### config.mk
export PLATFORM = sky130hd
export DESIGN_NAME = id_ex_pipe
export DESIGN_NICKNAME = d
export VERILOG_FILES = /design/src/rtl/riscv_pkg.sv /design/src/rtl/ld_use_detect.sv /design/src/rtl/id_ex_pipe.sv
export SDC_FILE = /design/constraint.sdc
export NUM_CORES = 1
export LEC_CHECK = 0
export ABC_AREA = 0
export CAP_MARGIN = 20
export CORE_AREA = 2 2 160 162
export DETAILED_ROUTE_END_ITERATION = 10
export DIE_AREA = 0 0 162 164
export PLACE_DENSITY = 0.76
export SYNTH_ARGS = -nofsm -noshare
export SYNTH_HDL_FRONTEND = slang
export SYNTH_HIERARCHICAL = 1
export SYNTH_SLANG_ARGS = --single-unit
### constraint.sdc
create_clock -name clk -period 7.22 [get_ports clk]
set_input_delay 1.444 -clock clk [delete_from_list [all_inputs] [get_ports clk]]
set_output_delay 1.444 -clock clk [all_outputs]
set_load 0.05 [all_outputs]
### src/rtl/riscv_pkg.sv
// Shared constants and encodings for the RV32I pipeline slice.
package riscv_pkg;

  localparam int unsigned CORE_XLEN = 32;
  localparam int unsigned CORE_RA_W = 5;
  localparam int unsigned ALUCTRL_W = 3;

  typedef enum logic [1:0] {
    RES_ALU  = 2'b00,
    RES_LOAD = 2'b01,
    RES_PC4  = 2'b10
  } result_src_e;

endpackage

### src/rtl/ld_use_detect.sv
// Combinational load-use hazard detection between the E-stage load and D-stage sources.
module ld_use_detect
  import riscv_pkg::*;
#(
  parameter int unsigned RA_W = CORE_RA_W
) (
  input  logic            valid_e,
  input  logic            reg_write_e,
  input  logic [1:0]      result_src_e,
  input  logic [RA_W-1:0] rd_e,
  input  logic [RA_W-1:0] rs1_d,
  input  logic [RA_W-1:0] rs2_d,
  output logic            lduse
);

  always_comb begin
    lduse = valid_e && reg_write_e && (result_src_e == RES_LOAD) &&
            (rd_e != '0) && ((rd_e == rs1_d) || (rd_e == rs2_d));
  end

endmodule

### src/rtl/id_ex_pipe.sv
// ID/EX pipeline register with write-back bypass, load-use bubbling and flush/stall control.
module id_ex_pipe
  import riscv_pkg::*;
#(
  parameter int unsigned XLEN = CORE_XLEN,
  parameter int unsigned RA_W = CORE_RA_W
) (
  input  logic                 clk,
  input  logic                 rst,
  input  logic [XLEN-1:0]      RD1D,
  input  logic [XLEN-1:0]      RD2D,
  input  logic [RA_W-1:0]      Rs1D,
  input  logic [RA_W-1:0]      Rs2D,
  input  logic [RA_W-1:0]      RdD,
  input  logic [XLEN-1:0]      PCD,
  input  logic [XLEN-1:0]      PCPlus4D,
  input  logic [XLEN-1:0]      ImmExtD,
  input  logic                 RegWriteD,
  input  logic                 MemWriteD,
  input  logic                 JumpD,
  input  logic                 BranchD,
  input  logic                 ALUSrcD,
  input  logic [1:0]           ResultSrcD,
  input  logic [ALUCTRL_W-1:0] ALUControlD,
  input  logic                 RegWriteW,
  input  logic [RA_W-1:0]      RdW,
  input  logic [XLEN-1:0]      ResultW,
  input  logic                 FlushE,
  input  logic                 StallE,
  output logic                 StallF,
  output logic                 StallD,
  output logic                 ValidE,
  output logic [XLEN-1:0]      RD1E,
  output logic [XLEN-1:0]      RD2E,
  output logic [XLEN-1:0]      PCE,
  output logic [XLEN-1:0]      PCPlus4E,
  output logic [XLEN-1:0]      ImmExtE,
  output logic [RA_W-1:0]      Rs1E,
  output logic [RA_W-1:0]      Rs2E,
  output logic [RA_W-1:0]      RdE,
  output logic                 RegWriteE,
  output logic                 MemWriteE,
  output logic                 JumpE,
  output logic                 BranchE,
  output logic                 ALUSrcE,
  output logic [1:0]           ResultSrcE,
  output logic [ALUCTRL_W-1:0] ALUControlE
);

  typedef struct packed {
    logic                 valid;
    logic [XLEN-1:0]      rd1;
    logic [XLEN-1:0]      rd2;
    logic [XLEN-1:0]      pc;
    logic [XLEN-1:0]      pc4;
    logic [XLEN-1:0]      imm;
    logic [RA_W-1:0]      rs1;
    logic [RA_W-1:0]      rs2;
    logic [RA_W-1:0]      rd;
    logic                 reg_write;
    logic                 mem_write;
    logic                 jump;
    logic                 branch;
    logic                 alu_src;
    logic [1:0]           result_src;
    logic [ALUCTRL_W-1:0] alu_ctrl;
  } e_stage_t;

  e_stage_t        e_q;
  logic [XLEN-1:0] op1, op2;
  logic            lduse;

  // x0 reads as zero; otherwise a same-edge register-file write is forwarded.
  always_comb begin
    op1 = RD1D;
    if (Rs1D == '0)
      op1 = '0;
    else if (RegWriteW && (RdW != '0) && (RdW == Rs1D))
      op1 = ResultW;

    op2 = RD2D;
    if (Rs2D == '0)
      op2 = '0;
    else if (RegWriteW && (RdW != '0) && (RdW == Rs2D))
      op2 = ResultW;
  end

  ld_use_detect #(
    .RA_W (RA_W)
  ) u_ld_use_detect (
    .valid_e      (e_q.valid),
    .reg_write_e  (e_q.reg_write),
    .result_src_e (e_q.result_src),
    .rd_e         (e_q.rd),
    .rs1_d        (Rs1D),
    .rs2_d        (Rs2D),
    .lduse        (lduse)
  );

  assign StallF = lduse | StallE;
  assign StallD = lduse | StallE;

  // Flush outranks stall; a load-use bubble only applies when E is not held.
  always_ff @(posedge clk or posedge rst) begin
    if (rst) begin
      e_q <= '0;
    end else if (FlushE || (!StallE && lduse)) begin
      e_q <= '0;
    end else if (!StallE) begin
      e_q <= '{valid: 1'b1, rd1: op1, rd2: op2, pc: PCD, pc4: PCPlus4D,
               imm: ImmExtD, rs1: Rs1D, rs2: Rs2D, rd: RdD,
               reg_write: RegWriteD, mem_write: MemWriteD, jump: JumpD,
               branch: BranchD, alu_src: ALUSrcD, result_src: ResultSrcD,
               alu_ctrl: ALUControlD};
    end
  end

  assign ValidE      = e_q.valid;
  assign RD1E        = e_q.rd1;
  assign RD2E        = e_q.rd2;
  assign PCE         = e_q.pc;
  assign PCPlus4E    = e_q.pc4;
  assign ImmExtE     = e_q.imm;
  assign Rs1E        = e_q.rs1;
  assign Rs2E        = e_q.rs2;
  assign RdE         = e_q.rd;
  assign RegWriteE   = e_q.reg_write;
  assign MemWriteE   = e_q.mem_write;
  assign JumpE       = e_q.jump;
  assign BranchE     = e_q.branch;
  assign ALUSrcE     = e_q.alu_src;
  assign ResultSrcE  = e_q.result_src;
  assign ALUControlE = e_q.alu_ctrl;

endmodule

## Yosys cells after proc, flatten, opt, wreduce, memory -nomap -nowiden

Index checks and enable logic that the tools add are counted.

| cells by class | value |
|---|---|
| add/subtract/negate cells | 0 |
| multipliers | 0 |
| divide/modulo/power cells | 0 |
| magnitude comparators | 0 |
| equality and inequality tests | 6 |
| shift operators | 0 |
| multiplexer cells | 6 |
| bitwise gates (word level) | 1 |
| reduce and logical (&&, ||, !) cells | 15 |

Operators with widths:

| operator | number |
|---|---|
| 186-bit two-way mux | 2 |
| 32-bit two-way mux | 4 |
| 5-bit equality test | 4 |
| 5-bit logical NOT | 2 |
| 5-bit nonzero test | 2 |
| 1-bit logical AND | 8 |
| 2-bit by 1-bit equality test with 1-bit output (second input constant) | 1 |
| 1-bit logical OR | 2 |
| 2-bit by 1-bit inequality test with 1-bit output (second input constant) | 1 |
| 1-bit logical NOT | 1 |
| 1-bit OR | 1 |

| storage, ports and cells | value |
|---|---|
| bits in registers | 186 |
| latch bits | 0 |
| memory bits (writable) | 0 |
| ROM bits | 0 |
| input bits | 227 |
| output and inout port bits | 188 |
| word-level logic and storage cells | 44 |
| memories | 0 |

## Logic depth before layout (Yosys ltp)

| depth | value |
|---|---|
| word-level depth | 7 |
| mapped depth | 9 |
| depth with buffers taken out | 8 |

## Modules after synthesis

Netlist, hierarchy kept.

Modules (own cells, without submodules):

| module | instances | cells an instance | area each (sq um) | sequential area each (sq um) |
|---|---|---|---|---|
| id_ex_pipe | 1 | 663 | 8057.7 | 4654.5 |
| ld_use_detect | 1 | 18 | 140.1 | 0.0 |

## Worst setup path before layout

Ideal clock, no wire load.

| timing path | value |
|---|---|
| path kind | input-to-output |
| from | input Rs2D[1] |
| to | output StallF |
| data arrival time | 2.710 ns |
| data required time | 5.776 ns |
| setup slack | 3.066 ns |
| cell stages on the path | 6 |
| buffers on the path | 1 |
| path through | xor2_1 > nor3_1 > nand3_1 > a221oi_2 > or2_2 > buf_4 |

| between the ends | value |
|---|---|
| word-level cells in the longest chain between the ends | 4 |

Ends and longest elaborated chain:

| what | line | source |
|---|---|---|
| start: declaration | id_ex_pipe.sv:13 | `input logic [RA_W-1:0] Rs2D,` |
| 5-bit equality test | ld_use_detect.sv:18 | `(rd_e != '0) && ((rd_e == rs1_d) \|\| (rd_e == rs2_d));` |
| 1-bit logical OR | ld_use_detect.sv:18 |  |
| 1-bit logical AND | ld_use_detect.sv:18 |  |
| via lduse | id_ex_pipe.sv:71 | `logic lduse;` |
| 1-bit OR | n/a |  |
| end: declaration | id_ex_pipe.sv:30 | `output logic StallF,` |

The timed path passes the listed nets, and every way through them passes these cells.

## Worst setup path in the final report

| timing path | value |
|---|---|
| from | input Rs2D[1] |
| to | output StallD |

| between the ends | value |
|---|---|
| word-level cells in the longest chain between the ends | 4 |

Ends and longest elaborated chain:

| what | line | source |
|---|---|---|
| 5-bit equality test | ld_use_detect.sv:18 |  |
| 1-bit logical OR | ld_use_detect.sv:18 |  |
| 1-bit logical AND | ld_use_detect.sv:18 |  |
| via lduse | id_ex_pipe.sv:71 |  |
| 1-bit OR | id_ex_pipe.sv:101 | `assign StallD = lduse \| StallE;` |
| end: declaration | id_ex_pipe.sv:31 | `output logic StallD,` |

The timed path passes the listed nets, and every way through them passes these cells.

==> results.json <==
{
  "grt.total_usage_pct": 21.3,
  "grt_antenna_before_repair": 1,
  "powerDensity_nw_per_um2": 212,
  "crit_path_end_kind": "output port",
  "grt.overflow.total": 0,
  "synth-compound-area-share_pct": 23.4,
  "critPathBufInv": 2,
  "hold-worst-slack_ns": 0.492,
  "globalplace.congestion": 0.879,
  "max_cap_viol_count": 0,
  "synth_simple_gate_area_share_pct": 12.3,
  "fillers": 2196,
  "critical_path.startpoint_type": "input pin",
  "yosys-top-cells-area": "dfrtp_1 57%, a22o_1 13%, o211ai_2 9.2%, nand2_1 5.9%, nand4_1 4.9%",
  "finalClockSkew_ns": 0.0178,
  "yosys-mux-area-fraction_pct": 0,
  "yosys-top-cells-count": "186 x dfrtp_1, 129 x nand2_1, 121 x a22o_1",
  "async_reset_ff_share_pct": 100,
  "path_max_fanout": 4,
  "clock_latency_ns": 0.43,
  "cp_data_arrival_time_ns": 3.92,
  "h-tree-depth": 4,
  "detail_route.vias_per_cell": 5.17,
  "drive_above_1_share_pct": 10.7,
  "final_period_minus_worst_setup_slack_ns": 5.36,
  "rows": 58,
  "synth-main-ff-cell": "dfrtp_1",
  "worst_setup_hold_path_clk_slew_ns": 0.07,
  "drt_iter0_drc": 671,
  "tritoncts_num_sinks": 186,
  "synth_top_cell_by_area": "dfrtp_1",
  "status": "complete, no violations",
  "cts_repair_resize_count": 0,
  "die_w_microns": 162,
  "detailroute.via_count": 7239,
  "global_route_wire_length_before_repair_microns": 43900,
  "syn_nets": 908,
  "post-cts-setup-buffers": 0,
  "synth_most_common_cell": "dfrtp_1",
  "wl_per_cell_microns": 20.8,
  "distinct_cells_synth": 28,
  "cts.root.buffer_cell": "clkbuf_16",
  "remaining_drc_errors": 0,
  "mappedNetlistArea_sq_um": 8200,
  "post_synth_inst_count": 681,
  "tns_ns": 0,
  "floorplan.initialDensity_pct": 33.0,
  "synth-xor-area-share_pct": 2.14,
  "synthToLayoutAreaGrowth_pct": 59.3,
  "worst-endpoint-required_ns": 5.78,
  "area_inside_the_core_boundary_sq_um": 24800,
  "finalPower_mw": 2.77,
  "achievable-frequency_mhz": 187,
  "grt_pass1_vias": 7501,
  "wl_microns": 29200,
  "syn-mean-instance-area_sq_um": 12.0,
  "postSynthRegisterBits": 186,
  "total_leakage_power_nw": 5.65,
  "cts_tree": "built",
  "cts_hold_repair.buffers": 0,
  "critPathSlowestCell": "clkdlybuf4s50_1",
  "relSlewSlack_pct": 28.2,
  "worst_hold_path_type": "reg -> reg",
  "grt_setup_unrepaired": "no",
  "port_buffers": 414,
  "pin_count": 415,
  "ys_seq_area_share_pct": 56.8,
  "dpl.hpwl_microns": 20400,
  "count_of_flip_flops_with_a_built_in_enable_after_synthesis": 0,
  "critical_path.top_delay_family": "buffers and inverters",
  "dr.pass1.iters": 6,
  "clock_tree.buffer_depth": 2,
  "detail-route-antenna-nets": 0,
  "grt_start_max_net_pins": 127,
  "worst_path_largest_cell_delay_ns": 0.82,
  "ys.warnings.count": 6,
  "irDropWorstVdd_mv": 0.106,
  "most_used_cell_cp": "clkdlybuf4s50_1",
  "post-synth-top-area-fraction_pct": 56.8,
  "dpl.cell_count": 1368,
  "post_layout_nonfiller_instances": 1401,
  "cts-buffers-inserted": 17,
  "hold_viol_final": 0,
  "layout.nets": 1284,
  "die_h_microns": 164,
  "synth_top_family_by_area": "compound AO/OA/AOI/OAI gates",
  "tightestPinTransition_ns": 1.08,
  "criticalPathCategory": "in -> out",
  "die-area_sq_um": 26600,
  "finalSetupViolCount": 0,
  "path_cells": "clkdlybuf4s50_1 -> xor2_1 -> nor3_1 -> nand3_1 -> a221oi_2 -> or2_2 -> clkdlybuf4s50_1",
  "fin_crit_sh_pct": 74.3,
  "finalMaxSlewViolations": 0,
  "post_synth_fa_ha_maj_area_fraction_pct": 0
}
==> final timing paths <==
check	startpoint	slack [ns]	depth (start not counted)	end
setup / recovery	Rs2D[1]	1.86	7	StallD
hold / removal	RD1E[13]$_DFFE_PP0P_	0.49	2	RD1E[13]$_DFFE_PP0P_
setup reg to reg	RdE[1]$_DFFE_PP0P_	4.07	9	RD1E[19]$_DFFE_PP0P_
hold reg to reg	RD1E[13]$_DFFE_PP0P_	0.49	2	RD1E[13]$_DFFE_PP0P_
max in group asynchronous	rst	4.27	3	PCPlus4E[18]$_DFFE_PP0P_
min in group asynchronous	rst	1.59	2	RD2E[22]$_DFFE_PP0P_
==> flip-flops by register name, summed over array words and instances, names as in the netlist <==
signal       flops
BranchE          1
RD2E            32
ALUControlE      3
Rs2E             5
Rs1E             5
RD1E            32
MemWriteE        1
ALUSrcE          1
JumpE            1
PCPlus4E        32
PCE             32
ImmExtE         32
RdE              5
ResultSrcE       2
ValidE           1
RegWriteE        1
==> layer usage <==
metal,vias up,track usage [%],share of wire [%],routed length [microns]
met5,-,0,0,0
met4,0,6.56,2.4,701
met3,40,7.02,8.9,2610
met2,377,34.8,48,13900
met1,3535,26.9,41,11900
li1,3287,-,-,-
==> kinds of logic (layout without fill, tap and decap cells) <==
kind of cell / Yosys count / in the layout
DFF: 186 / 186
and+or+nand+nor: 213 / 213
xor gates and xnor gates: 20 / 20
AOI/OAI and AO/OA: 191 / 191
other: 0 / 1
buffers and inverters: 71 / 460
==> metrics by stage <==
stage / area, sq um / util, % / setup WS, ns
floorplan: 8200 / - / 0.719
global placement: 12500 / 50.2 / 2.00
detailed placement: 12500 / 50.2 / 1.90
CTS: 13100 / 52.6 / 1.90
global route: 13100 / 52.6 / 1.75
finish: 13100 / 52.6 / 1.86
==> worst register-to-register path: stages (launching register included) <==
cell and delay, ns:
dfrtp_1 0.47, xor2_1 0.24, nor3_1 0.10, nand3_1 0.11, a221oi_2 0.08, or3_1 0.48
a21oi_4 0.83, buf_4 0.45, nand4_1 0.17, o211ai_2 0.11
==> placed cells by master, fill, tap and decap left out, types with 4 or more instances in the layout <==
cell type and count:
inv_6 4, buf_4 11, clkbuf_16 17, xor2_1 10, clkdlybuf4s50_1 414, nand4_1 64, inv_8 4, xnor2_1 10
o211ai_1 4, a22o_1 121, nor3_1 5, clkinv_8 4, o211ai_2 60, nand2_1 129, dfrtp_1 186
==> power by group <==
part	internal (mW)	leakage, nW	switching [mW]
clock	0.472	0.290	0.485
combinational	0.269	2.88	0.403
sequential	1.10	2.47	0.0394
total	1.84	5.65	0.927
==> area by class of cell <==
type	instances	area, sq um	share of cell area [%]
Timing Repair Buffer	426	4250	32.5
Multi-Input combinational cell	424	3130	24.0
Sequential cell	186	4650	35.6
Antenna cell	1	2.50	0.0192
Inverter	2	15.0	0.115
Tap cell	330	413	3.16
Clock inverter	14	168	1.28
Clock buffer	18	429	3.29
Power figures use the tool's default switching activity.
